$ cat config.mk
export PLATFORM = sky130hd
export DESIGN_NAME = apb_master_arb
export DESIGN_NICKNAME = d
export VERILOG_FILES = /design/src/rtl/apb_ctrl_pkg.sv /design/src/rtl/apb_rr_arb2.sv /design/src/rtl/apb_master_arb.sv
export SDC_FILE = /design/constraint.sdc
export NUM_CORES = 1
export LEC_CHECK = 0
export CORE_MARGIN = 8
export CORE_UTILIZATION = 42
export DETAILED_ROUTE_END_ITERATION = 7
export PLACE_DENSITY_LB_ADDON = 0.05
export SLEW_MARGIN = 25
export SYNTH_ARGS = -nofsm -noshare
export SYNTH_HDL_FRONTEND = slang
export SYNTH_HIERARCHICAL = 1
export SYNTH_SLANG_ARGS = --single-unit
$ cat constraint.sdc
create_clock -name pclk -period 1.9 [get_ports pclk]
set_input_delay 0.19 -clock pclk [delete_from_list [all_inputs] [get_ports pclk]]
set_output_delay 0.19 -clock pclk [all_outputs]
set_load 0.02 [all_outputs]
$ cat src/rtl/apb_ctrl_pkg.sv
// Shared types and defaults for the APB master/arbiter slice.
package apb_ctrl_pkg;

    localparam int unsigned APB_AW = 8;
    localparam int unsigned APB_DW = 8;

    typedef enum logic [1:0] {
        IDLE,
        SETUP,
        ACCESS,
        RDWAIT
    } apb_state_t;

    typedef struct packed {
        logic [APB_AW-1:0] addr;
        logic [APB_DW-1:0] wdata;
        logic              write;
    } apb_xfer_t;

endpackage

$ cat src/rtl/apb_rr_arb2.sv
// Two-way round-robin grant selection; the pointer register is owned by the parent.
module apb_rr_arb2 (
    input  logic [1:0] eligible,
    input  logic       pointer,
    output logic       grant_valid,
    output logic       grant_id
);

    // Single eligible requester wins outright; on contention the pointer decides.
    always_comb begin
        grant_valid = |eligible;
        if (eligible == 2'b11) begin
            grant_id = pointer;
        end else begin
            grant_id = eligible[1];
        end
    end

endmodule

$ cat src/rtl/apb_master_arb.sv
// APB master shared by two requesters with round-robin arbitration,
// pready wait handling, optional time-out and optional read-data latency.
module apb_master_arb
    import apb_ctrl_pkg::*;
#(
    parameter int unsigned AW        = APB_AW,
    parameter int unsigned DW        = APB_DW,
    parameter int unsigned TIMEOUT   = 16,
    parameter int unsigned RDATA_LAT = 1
) (
    input  logic          pclk,
    input  logic          preset,
    input  logic [1:0]    req,
    input  logic [1:0]    req_write,
    input  logic [AW-1:0] req_addr0,
    input  logic [AW-1:0] req_addr1,
    input  logic [DW-1:0] req_wdata0,
    input  logic [DW-1:0] req_wdata1,
    output logic [1:0]    done,
    output logic          err,
    output logic [DW-1:0] rdata,
    output logic          psel,
    output logic          penable,
    output logic          pwrite,
    output logic [AW-1:0] paddr,
    output logic [DW-1:0] pwdata,
    input  logic          pready,
    input  logic [DW-1:0] prdata
);

    localparam int unsigned CW = (TIMEOUT > 1) ? $clog2(TIMEOUT + 1) : 1;

    apb_state_t    state, state_nxt;
    logic          ptr, ptr_nxt;
    logic          id, id_nxt;
    logic [CW-1:0] cnt, cnt_nxt, cnt_inc;
    logic          timeout_hit;
    logic [1:0]    eligible;
    logic          gvalid, gid;

    logic          psel_nxt, penable_nxt, pwrite_nxt, err_nxt;
    logic [AW-1:0] paddr_nxt;
    logic [DW-1:0] pwdata_nxt, rdata_nxt;
    logic [1:0]    done_nxt;

    // A requester seeing its own done pulse is not eligible that cycle.
    assign eligible    = req & ~done;
    assign cnt_inc     = cnt + 1'b1;
    assign timeout_hit = (TIMEOUT != 0) && (cnt_inc == CW'(TIMEOUT));

    apb_rr_arb2 u_arb (
        .eligible    (eligible),
        .pointer     (ptr),
        .grant_valid (gvalid),
        .grant_id    (gid)
    );

    // State and registered-output update with synchronous reset.
    always_ff @(posedge pclk) begin
        if (preset) begin
            state   <= IDLE;
            ptr     <= 1'b0;
            id      <= 1'b0;
            cnt     <= '0;
            psel    <= 1'b0;
            penable <= 1'b0;
            pwrite  <= 1'b0;
            paddr   <= '0;
            pwdata  <= '0;
            done    <= '0;
            err     <= 1'b0;
            rdata   <= '0;
        end else begin
            state   <= state_nxt;
            ptr     <= ptr_nxt;
            id      <= id_nxt;
            cnt     <= cnt_nxt;
            psel    <= psel_nxt;
            penable <= penable_nxt;
            pwrite  <= pwrite_nxt;
            paddr   <= paddr_nxt;
            pwdata  <= pwdata_nxt;
            done    <= done_nxt;
            err     <= err_nxt;
            rdata   <= rdata_nxt;
        end
    end

    // Next-state selection for the transfer sequencer.
    always_comb begin
        state_nxt = state;
        unique case (state)
            IDLE:   if (gvalid) state_nxt = SETUP;
            SETUP:  state_nxt = ACCESS;
            ACCESS: begin
                if (pready) begin
                    state_nxt = ((RDATA_LAT != 0) && !pwrite) ? RDWAIT : IDLE;
                end else if (timeout_hit) begin
                    state_nxt = IDLE;
                end
            end
            RDWAIT: state_nxt = IDLE;
            default: state_nxt = IDLE;
        endcase
    end

    // Next values of the registered APB outputs, completion signals and bookkeeping.
    always_comb begin
        psel_nxt    = psel;
        penable_nxt = penable;
        pwrite_nxt  = pwrite;
        paddr_nxt   = paddr;
        pwdata_nxt  = pwdata;
        rdata_nxt   = rdata;
        done_nxt    = '0;
        err_nxt     = 1'b0;
        id_nxt      = id;
        ptr_nxt     = ptr;
        cnt_nxt     = cnt;
        unique case (state)
            IDLE: begin
                if (gvalid) begin
                    id_nxt      = gid;
                    paddr_nxt   = gid ? req_addr1 : req_addr0;
                    pwdata_nxt  = gid ? req_wdata1 : req_wdata0;
                    pwrite_nxt  = req_write[gid];
                    psel_nxt    = 1'b1;
                    penable_nxt = 1'b0;
                    cnt_nxt     = '0;
                end
            end
            SETUP: begin
                penable_nxt = 1'b1;
            end
            ACCESS: begin
                if (pready) begin
                    psel_nxt    = 1'b0;
                    penable_nxt = 1'b0;
                    if ((RDATA_LAT == 0) || pwrite) begin
                        done_nxt[id] = 1'b1;
                        rdata_nxt    = pwrite ? '0 : prdata;
                        ptr_nxt      = ~id;
                    end
                end else begin
                    cnt_nxt = cnt_inc;
                    if (timeout_hit) begin
                        psel_nxt     = 1'b0;
                        penable_nxt  = 1'b0;
                        done_nxt[id] = 1'b1;
                        err_nxt      = 1'b1;
                        rdata_nxt    = '0;
                        ptr_nxt      = ~id;
                    end
                end
            end
            RDWAIT: begin
                done_nxt[id] = 1'b1;
                rdata_nxt    = prdata;
                ptr_nxt      = ~id;
            end
            default: ;
        endcase
    end

endmodule

==> impl_metrics.prom, run 1 <==
# TYPE chip_impl_metric gauge
chip_impl_metric{name="timing.clock.skew",unit="ns"} 0.003800
chip_impl_metric{name="finalNonFillerCells",unit=""} 305
chip_impl_metric{name="worst_skew_pair.late_latency",unit="ns"} 0.29
chip_impl_metric{name="pin_count",unit=""} 77
chip_impl_metric{name="tightestPinTransition",unit="ns"} 0.5353
chip_impl_metric{name="grt.overflow.total",unit=""} 0
chip_impl_metric{name="netlist_instances",unit=""} 174
chip_impl_metric{name="power_leakage",unit="nW"} 1.003
chip_impl_metric{name="syn_avg_cell_area",unit="um^2"} 10.51
chip_impl_metric{name="synth-edff-count",unit=""} 0
chip_impl_metric{name="fraction_of_post_synthesis_cell_area_in_the_top_cell_type_by_area",unit="%"} 42.71
chip_impl_info{name="grt_setup_unrepaired",value="no"} 1
chip_impl_metric{name="cts.reportedPaths.clkPinSlew",unit="ns"} 0.07
chip_impl_info{name="yosys-top-cells-count",value="39 x sky130_fd_sc_hd__dfxtp_1, 24 x sky130_fd_sc_hd__nor2_1, 18 x sky130_fd_sc_hd__mux2i_1"} 1
chip_impl_metric{name="totalWireLength",unit="um"} 4784
chip_impl_metric{name="timing.final.crit_share",unit="%"} 83.99
chip_impl_metric{name="grt_usage",unit="%"} 14.20
chip_impl_info{name="setup.worst_path.class",value="reg -> reg"} 1
chip_impl_metric{name="post-cts-setup-buffer-count",unit=""} 0
chip_impl_metric{name="hold_viol_final",unit=""} 0
chip_impl_info{name="dominantRegCellSynth",value="sky130_fd_sc_hd__dfxtp_1"} 1
chip_impl_metric{name="drt_iter0_drc",unit=""} 43
chip_impl_metric{name="synth_area",unit="mm^2"} 0.001828
chip_impl_metric{name="report.power.total",unit="mW"} 2.229
chip_impl_metric{name="layout_cells_sized_above_1",unit="%"} 16.60
chip_impl_metric{name="ir_worst_vdd",unit="uV"} 563.0
chip_impl_metric{name="grt_first_pass_wirelength",unit="um"} 7465
chip_impl_metric{name="route.antenna.remaining_nets",unit=""} 0
chip_impl_metric{name="die_y",unit="um"} 81.97
chip_impl_metric{name="cts_resized",unit=""} 0
chip_impl_metric{name="finalSetupTns",unit="ns"} 0
chip_impl_metric{name="die_x",unit="um"} 81.97
chip_impl_metric{name="slew_violations",unit=""} 0
chip_impl_info{name="ys_top_cells_by_area",value="sky130_fd_sc_hd__dfxtp_1 43%, sky130_fd_sc_hd__mux2i_1 9.9%, sky130_fd_sc_hd__a211oi_2 9.6%, sky130_fd_sc_hd__nor2_1 4.9%, sky130_fd_sc_hd__a22o_1 3.8%"} 1
chip_impl_metric{name="layout.nets",unit=""} 300
chip_impl_metric{name="cts-buffers-inserted",unit=""} 5
chip_impl_metric{name="post-route-min-period",unit="ns"} 1.596
chip_impl_info{name="status",value="complete, no violations"} 1
chip_impl_info{name="setup.worst_path.start_class",value="flop"} 1
chip_impl_metric{name="antenna_cells_inserted",unit=""} 0
chip_impl_metric{name="synth_async_sr_flop_share",unit="%"} 0
chip_impl_metric{name="ys_seq_area_share",unit="%"} 42.71
chip_impl_metric{name="synthesis.yosys.warnings",unit=""} 6
chip_impl_info{name="clk_root_buffer_cell",value="sky130_fd_sc_hd__clkbuf_8"} 1
chip_impl_metric{name="cap_violations",unit=""} 0
chip_impl_metric{name="flow.area_growth_from_synthesis",unit="%"} 50.45
chip_impl_metric{name="holdBufCountCts",unit=""} 0
chip_impl_metric{name="cp_max_fo",unit=""} 5
chip_impl_metric{name="start_util",unit="%"} 42.87
chip_impl_metric{name="synth.ff_latch_count",unit=""} 39
chip_impl_metric{name="dpl-instance-area",unit="mm^2"} 0.002650
chip_impl_metric{name="row_count",unit=""} 24
chip_impl_metric{name="numPlacedInstances",unit=""} 297
chip_impl_metric{name="slew_headroom",unit="%"} 64.18
chip_impl_metric{name="clock_sinks",unit=""} 39
chip_impl_metric{name="post-route-cell-area",unit="mm^2"} 0.002750
chip_impl_info{name="endpoint_kind",value="flop"} 1
chip_impl_metric{name="setup_violations",unit=""} 0
chip_impl_metric{name="hpwlAfterDp",unit="um"} 3732
chip_impl_info{name="synth_most_common_cell",value="sky130_fd_sc_hd__dfxtp_1"} 1
chip_impl_info{name="worstHoldPathType",value="reg -> reg"} 1
chip_impl_metric{name="design.core.area",unit="mm^2"} 0.004264
chip_impl_metric{name="viasPerCell",unit=""} 5.157
chip_impl_metric{name="fmax",unit="MHz"} 626.7
chip_impl_metric{name="grt_pass1_vias",unit=""} 1603
chip_impl_metric{name="arr_time_crit_path",unit="ns"} 1.77
chip_impl_metric{name="detailroute.via_count",unit=""} 1573
chip_impl_metric{name="detail_route.drc_violations",unit=""} 0
chip_impl_info{name="cts_tree",value="built"} 1
chip_impl_metric{name="firstDrtPassIters",unit=""} 5
chip_impl_metric{name="gp_routability_congestion",unit=""} 0.7749
chip_impl_metric{name="htree_num_levels",unit=""} 2
chip_impl_metric{name="synthesis.nets",unit=""} 222
chip_impl_metric{name="worstPathRequired",unit="ns"} 2.08
chip_impl_metric{name="antenna_violations_before_repair",unit=""} 0
chip_impl_metric{name="post_drt_wl_per_cell",unit="um"} 15.69
chip_impl_metric{name="place.port_buffers",unit=""} 76
chip_impl_metric{name="power.density_cell_area",unit="mW/mm^2"} 810.6
chip_impl_metric{name="grt_max_degree",unit=""} 36
chip_impl_metric{name="cts-root-to-sink-buffers",unit=""} 2
chip_impl_metric{name="die-area",unit="mm^2"} 0.006719
chip_impl_metric{name="layout.core_utilization",unit="%"} 64.50
chip_impl_info{name="synth_top_cell_by_area",value="sky130_fd_sc_hd__dfxtp_1"} 1
chip_impl_metric{name="synth_cell_type_count",unit=""} 42
worst max-delay path, cell delays in order (launching register included):
cell	delay (ns)
sky130_fd_sc_hd__dfxtp_1	0.39
sky130_fd_sc_hd__ha_1	0.25
sky130_fd_sc_hd__nand2_1	0.15
sky130_fd_sc_hd__nor3b_4	0.27
sky130_fd_sc_hd__a21oi_2	0.12
sky130_fd_sc_hd__mux2_4	0.31
where the power goes:
group / switching [mW] / total [mW] / leakage, nW / internal [mW]
Clock: 0.268 / 0.599 / 0.0515 / 0.331
Sequential: 0.0603 / 0.958 / 0.320 / 0.897
Combinational: 0.322 / 0.672 / 0.632 / 0.351
Total: 0.650 / 2.23 / 1.00 / 1.58
through the flow:
stage | worst slack, ns | hold slack, ns
after floorplan | 0.3517 | 0.3157
after global placement | 0.08126 | 0.4614
after detailed placement | 0.007536 | 0.4625
after CTS | 0.3011 | 0.4843
after global routing | 0.1722 | 0.4948
final | 0.3042 | 0.4798
kinds of logic (layout without fill, tap and decap cells):
family / Yosys count / count (layout) / share of synthesized area, %
flops: 39 / 39 / 42.71
buf+inv: 14 / 93 / 5.064
simple gates: 55 / 55 / 17.04
compound gates: 46 / 46 / 23.82
fa+ha+maj: 1 / 1 / 0.6844
mux: 19 / 19 / 10.68
cell usage in the layout (no fill, tap or decap), types with 2 or more instances in the layout:
| cell | n |
|---|---|
| sky130_fd_sc_hd__clkdlybuf4s50_1 | 76 |
| sky130_fd_sc_hd__dfxtp_1 | 39 |
| sky130_fd_sc_hd__nor2_1 | 24 |
| sky130_fd_sc_hd__mux2i_1 | 18 |
| sky130_fd_sc_hd__a211oi_2 | 14 |
| sky130_fd_sc_hd__a22o_1 | 8 |
| sky130_fd_sc_hd__clkbuf_8 | 7 |
| sky130_fd_sc_hd__a21oi_1 | 6 |
| sky130_fd_sc_hd__a211oi_1 | 6 |
| sky130_fd_sc_hd__nor2b_1 | 5 |
| sky130_fd_sc_hd__nand2_1 | 5 |
| sky130_fd_sc_hd__buf_4 | 5 |
| sky130_fd_sc_hd__nand2b_1 | 4 |
| sky130_fd_sc_hd__nor2_2 | 3 |
| sky130_fd_sc_hd__nand3_1 | 2 |
| sky130_fd_sc_hd__nor3b_4 | 2 |
| sky130_fd_sc_hd__nand3b_1 | 2 |
| sky130_fd_sc_hd__inv_1 | 2 |
| sky130_fd_sc_hd__nor3b_1 | 2 |
| sky130_fd_sc_hd__buf_12 | 2 |
state kept, by name (all words and copies together), names as in the netlist:
| signal | flops |
|---|---|
| ptr | 1 |
| psel | 1 |
| penable | 1 |
| paddr | 8 |
| err | 1 |
| cnt | 5 |
| pwrite | 1 |
| pwdata | 8 |
| done | 2 |
| rdata | 8 |
| state | 2 |
| id | 1 |
path summary, 6_finish.rpt:
path	to	slack [ns]	from	cells past startpoint
max	ptr	0.30	cnt[0]	5
min	rdata[0]	0.48	rdata[0]	1
max reg2reg	ptr	0.30	cnt[0]	5
min reg2reg	rdata[0]	0.48	rdata[0]	1
final cells by class:
class,instances,area [um^2]
tap,52,65.06
inverter,2,7.507
multi-input combinational,121,958.4
fill,357,1514
sequential,39,780.7
clock buffer,8,100.1
timing repair buffer,83,838.3
layer usage:
| layer | up-vias | part of all wire, % | track usage [%] |
|---|---|---|---|
| met1 | 724 | 41 | 14.71 |
| met5 | - | 0 | 0 |
| li1 | 788 | - | - |
| met4 | 0 | 1.1 | 4.912 |
| met3 | 9 | 8.9 | 5.252 |
| met2 | 52 | 49 | 25.65 |
(Power assumes the default switching activity.)
==> run 2: changes to the inputs <==
Clock period 1.9 ns to 1.5 ns, I/O delays scaled along.
==> run 2 against run 1 <==
- the run now ends with setup timing left
- hold slack got worse by 0.017 ns
- design area rose by 6.3%
- sequential share of layout area fell by 1.5 points
- sequential power rose by 27%
- total power rose by 29%
- critical path depth rose by 3
==> impl_metrics.prom, run 2 (same netlist as run 1, synthesis figures left out) <==
# TYPE chip_impl_metric gauge
chip_impl_info{name="status",value="finished with violations"} 1
chip_impl_info{name="violations",value="setup timing"} 1
chip_impl_metric{name="report.power.total",unit="mW"} 2.882
chip_impl_metric{name="share_comb_of_total_power",unit="%"} 34.2
chip_impl_metric{name="min_path_cells",unit=""} 2
chip_impl_metric{name="setup_ws",unit="ns"} -0.05871
chip_impl_metric{name="slew_headroom",unit="%"} 65.48
chip_impl_metric{name="flow.area_growth_from_synthesis",unit="%"} 59.96
chip_impl_metric{name="filler_cell_count",unit=""} 331
chip_impl_metric{name="cts.reportedPaths.clkPinSlew",unit="ns"} 0.07
chip_impl_metric{name="post-route-cell-area",unit="mm^2"} 0.002924
chip_impl_info{name="setup.worst_path.class",value="reg -> reg"} 1
chip_impl_metric{name="design.core.area",unit="mm^2"} 0.004264
chip_impl_metric{name="p_clk_share",unit="%"} 23.5
chip_impl_metric{name="power_leakage",unit="nW"} 1.101
chip_impl_metric{name="layout.nets",unit=""} 316
chip_impl_metric{name="timing.final.crit_share",unit="%"} 103.9
chip_impl_metric{name="die-area",unit="mm^2"} 0.006719
chip_impl_info{name="clk_root_buffer_cell",value="sky130_fd_sc_hd__clkbuf_8"} 1
chip_impl_metric{name="switching_share",unit="%"} 30.89
chip_impl_metric{name="route.antenna.remaining_nets",unit=""} 0
chip_impl_metric{name="die_y",unit="um"} 81.97
chip_impl_info{name="mostFrequentLayoutCell",value="sky130_fd_sc_hd__clkdlybuf4s50_1"} 1
chip_impl_info{name="cts_tree",value="built"} 1
chip_impl_metric{name="setup_violations",unit=""} 4
chip_impl_metric{name="htree_num_levels",unit=""} 2
chip_impl_metric{name="ir_worst_vdd",unit="uV"} 617.1
chip_impl_metric{name="net-switching-power",unit="uW"} 890.2
chip_impl_metric{name="detailroute.via_count",unit=""} 1655
chip_impl_metric{name="row_count",unit=""} 24
chip_impl_metric{name="place.port_buffers",unit=""} 76
chip_impl_metric{name="grt_pass1_vias",unit=""} 1622
chip_impl_metric{name="cts-root-to-sink-buffers",unit=""} 2
chip_impl_metric{name="grt_first_pass_wirelength",unit="um"} 7590
chip_impl_metric{name="max_stage_delay",unit="ns"} 0.36
chip_impl_metric{name="worstPathRequired",unit="ns"} 1.72
chip_impl_metric{name="cp_max_fo",unit=""} 5
chip_impl_metric{name="rr_worst_depth",unit=""} 8
chip_impl_metric{name="firstDrtPassIters",unit=""} 4
chip_impl_metric{name="start_util",unit="%"} 42.87
chip_impl_metric{name="post_drt_wl_per_cell",unit="um"} 15.97
chip_impl_metric{name="grt.overflow.total",unit=""} 0
chip_impl_metric{name="hpwlAfterDp",unit="um"} 3801
chip_impl_info{name="crit_path_top_delay_cell",value="sky130_fd_sc_hd__dfxtp_2"} 1
chip_impl_metric{name="timing.clock.skew",unit="ns"} 0.004005
chip_impl_metric{name="final-seq-area",unit="um^2"} 785.8
chip_impl_info{name="setup.worst_path.start_class",value="flop"} 1
chip_impl_info{name="worstHoldPathType",value="in -> reg"} 1
chip_impl_metric{name="slew_violations",unit=""} 0
chip_impl_metric{name="antenna_violations_before_repair",unit=""} 0
chip_impl_metric{name="viasPerCell",unit=""} 5.156
chip_impl_info{name="path_common_cell",value="sky130_fd_sc_hd__buf_6"} 1
chip_impl_metric{name="totalWireLength",unit="um"} 5127
chip_impl_info{name="endpoint_kind",value="flop"} 1
chip_impl_metric{name="cts-buffers-inserted",unit=""} 5
chip_impl_info{name="worst_hold_path.endpoint",value="rdata[5]"} 1
chip_impl_metric{name="relative_contribution_of_sequential_cells_to_total_power",unit="%"} 42.2
chip_impl_info{name="reg.largest.list",value="paddr x8, pwdata x8, rdata x8"} 1
chip_impl_metric{name="antenna_cells_inserted",unit=""} 0
chip_impl_metric{name="multi_input_combinational_cell_area",unit="mm^2"} 0.001012
chip_impl_info{name="mostFrequentLayoutCells",value="74 x sky130_fd_sc_hd__clkdlybuf4s50_1, 35 x sky130_fd_sc_hd__dfxtp_1, 23 x sky130_fd_sc_hd__nor2_1"} 1
chip_impl_metric{name="hold_viol_final",unit=""} 0
chip_impl_info{name="grt_setup_unrepaired",value="yes"} 1
chip_impl_info{name="timing.rr.end",value="cnt[4]"} 1
chip_impl_metric{name="dpl-instance-area",unit="mm^2"} 0.002708
chip_impl_metric{name="worst_skew_pair.late_latency",unit="ns"} 0.29
chip_impl_metric{name="gp_routability_congestion",unit=""} 0.7938
chip_impl_metric{name="post-route-min-period",unit="ns"} 1.559
chip_impl_metric{name="detail_route.drc_violations",unit=""} 0
chip_impl_metric{name="grt_max_degree",unit=""} 21
chip_impl_metric{name="power.density_cell_area",unit="mW/mm^2"} 985.6
chip_impl_metric{name="pin_count",unit=""} 77
chip_impl_metric{name="tightestPinTransition",unit="ns"} 0.5159
chip_impl_metric{name="arr_time_crit_path",unit="ns"} 1.78
chip_impl_metric{name="layout_cells_sized_above_1",unit="%"} 28.25
chip_impl_metric{name="grt_usage",unit="%"} 14.54
chip_impl_metric{name="layout.core_utilization",unit="%"} 68.57
chip_impl_info{name="worst_r2r_startpoint",value="done[0]"} 1
chip_impl_info{name="crit_path_cell_trace",value="nor2b_4, or2_4, nor3b_4, buf_6, buf_6, nor2_4, a21oi_2, a211oi_2"} 1
chip_impl_metric{name="power_report.internal_total",unit="mW"} 1.992
chip_impl_metric{name="fmax",unit="MHz"} 641.6
chip_impl_metric{name="setup_slack_of_the_worst_register_to_register_path",unit="ns"} -0.06
chip_impl_metric{name="die_x",unit="um"} 81.97
chip_impl_metric{name="cap_violations",unit=""} 0
chip_impl_info{name="holdCritStartpoint",value="prdata[5]"} 1
chip_impl_metric{name="drt_iter0_drc",unit=""} 36
chip_impl_metric{name="clock_sinks",unit=""} 39
## run 2: power groups by stage
stage / Clock [mW] / Sequential (mW) / Combinational, mW
final: 0.679 / 1.22 / 0.987
after global routing: 0.751 / 1.23 / 1.06
after CTS: 0.699 / 1.21 / 0.891
after detailed placement: 0 / 1.24 / 0.881
after global placement: 0 / 1.23 / 0.858
after floorplan: 0 / 1.32 / 0.415
## run 2: critical path: cells and delay by family, from the launching register on
kind                   cells  cell delay [ns]
and+or+nand+nor            4             0.64
buffers and inverters      2             0.25
AOI/OAI and AO/OA          2             0.23
DFF                        1             0.36
## run 2: area by class of cell
type	instances	area share, %
clock buffers	5	2.353
inverters	2	0.2567
clock inverters	3	0.5135
repair buffers	99	33.16
flip-flops and latches	39	26.87
well taps	52	2.225
multi-input cells	121	34.62
## run 2: through the flow
| step | instances | TNS [ns] | hold slack [ns] | worst slack [ns] |
|---|---|---|---|---|
| after floorplan | 174 | 0 | 0.2757 | 0.004661 |
| after global placement | 306 | -7.056 | 0.4623 | -0.2738 |
| after detailed placement | 306 | -8.362 | 0.4627 | -0.3345 |
| after CTS | 314 | 0 | 0.4536 | 0.006794 |
| after global routing | 321 | -0.8226 | 0.4477 | -0.1290 |
| final | 321 | -0.1454 | 0.4630 | -0.05871 |
## run 2: repair_timing
| item | CTS | global route |
|---|---|---|
| setup endpoints to repair | 20 | 34 |
| gates cloned | 0 | 0 |
| setup buffers | 0 | 8 |
| hold buffers | 0 | 0 |
| pin swaps | 1 | 8 |
| endpoints found under the hold margin | 0 | 0 |
| gates resized for setup | 5 | 24 |
## run 2: per-layer routing
metal / wire length [um] / part of all wire, % / vias up / GRT usage (%)
met5: 0 / 0 / - / 0
met4: 51 / 0.99 / 0 / 4.386
met3: 447 / 8.7 / 6 / 6.236
met2: 2531 / 49 / 48 / 24.55
met1: 2097 / 41 / 781 / 16.20
li1: - / - / 820 / -
## run 2: how the worst max path moves through the flow
stage          slack (ns)     start         to  cells after the start
2_1_floorplan       0.005   done[0]   paddr[4]                      6
3_3_place_gp        -0.27    req[0]   paddr[2]                      7
3_5_place_dp        -0.33    req[0]  pwdata[6]                      7
4_1_cts             0.007  state[1]     cnt[4]                      4
5_1_grt             -0.13   done[0]     cnt[4]                      8
6_report            -0.06   done[0]     cnt[4]                      8
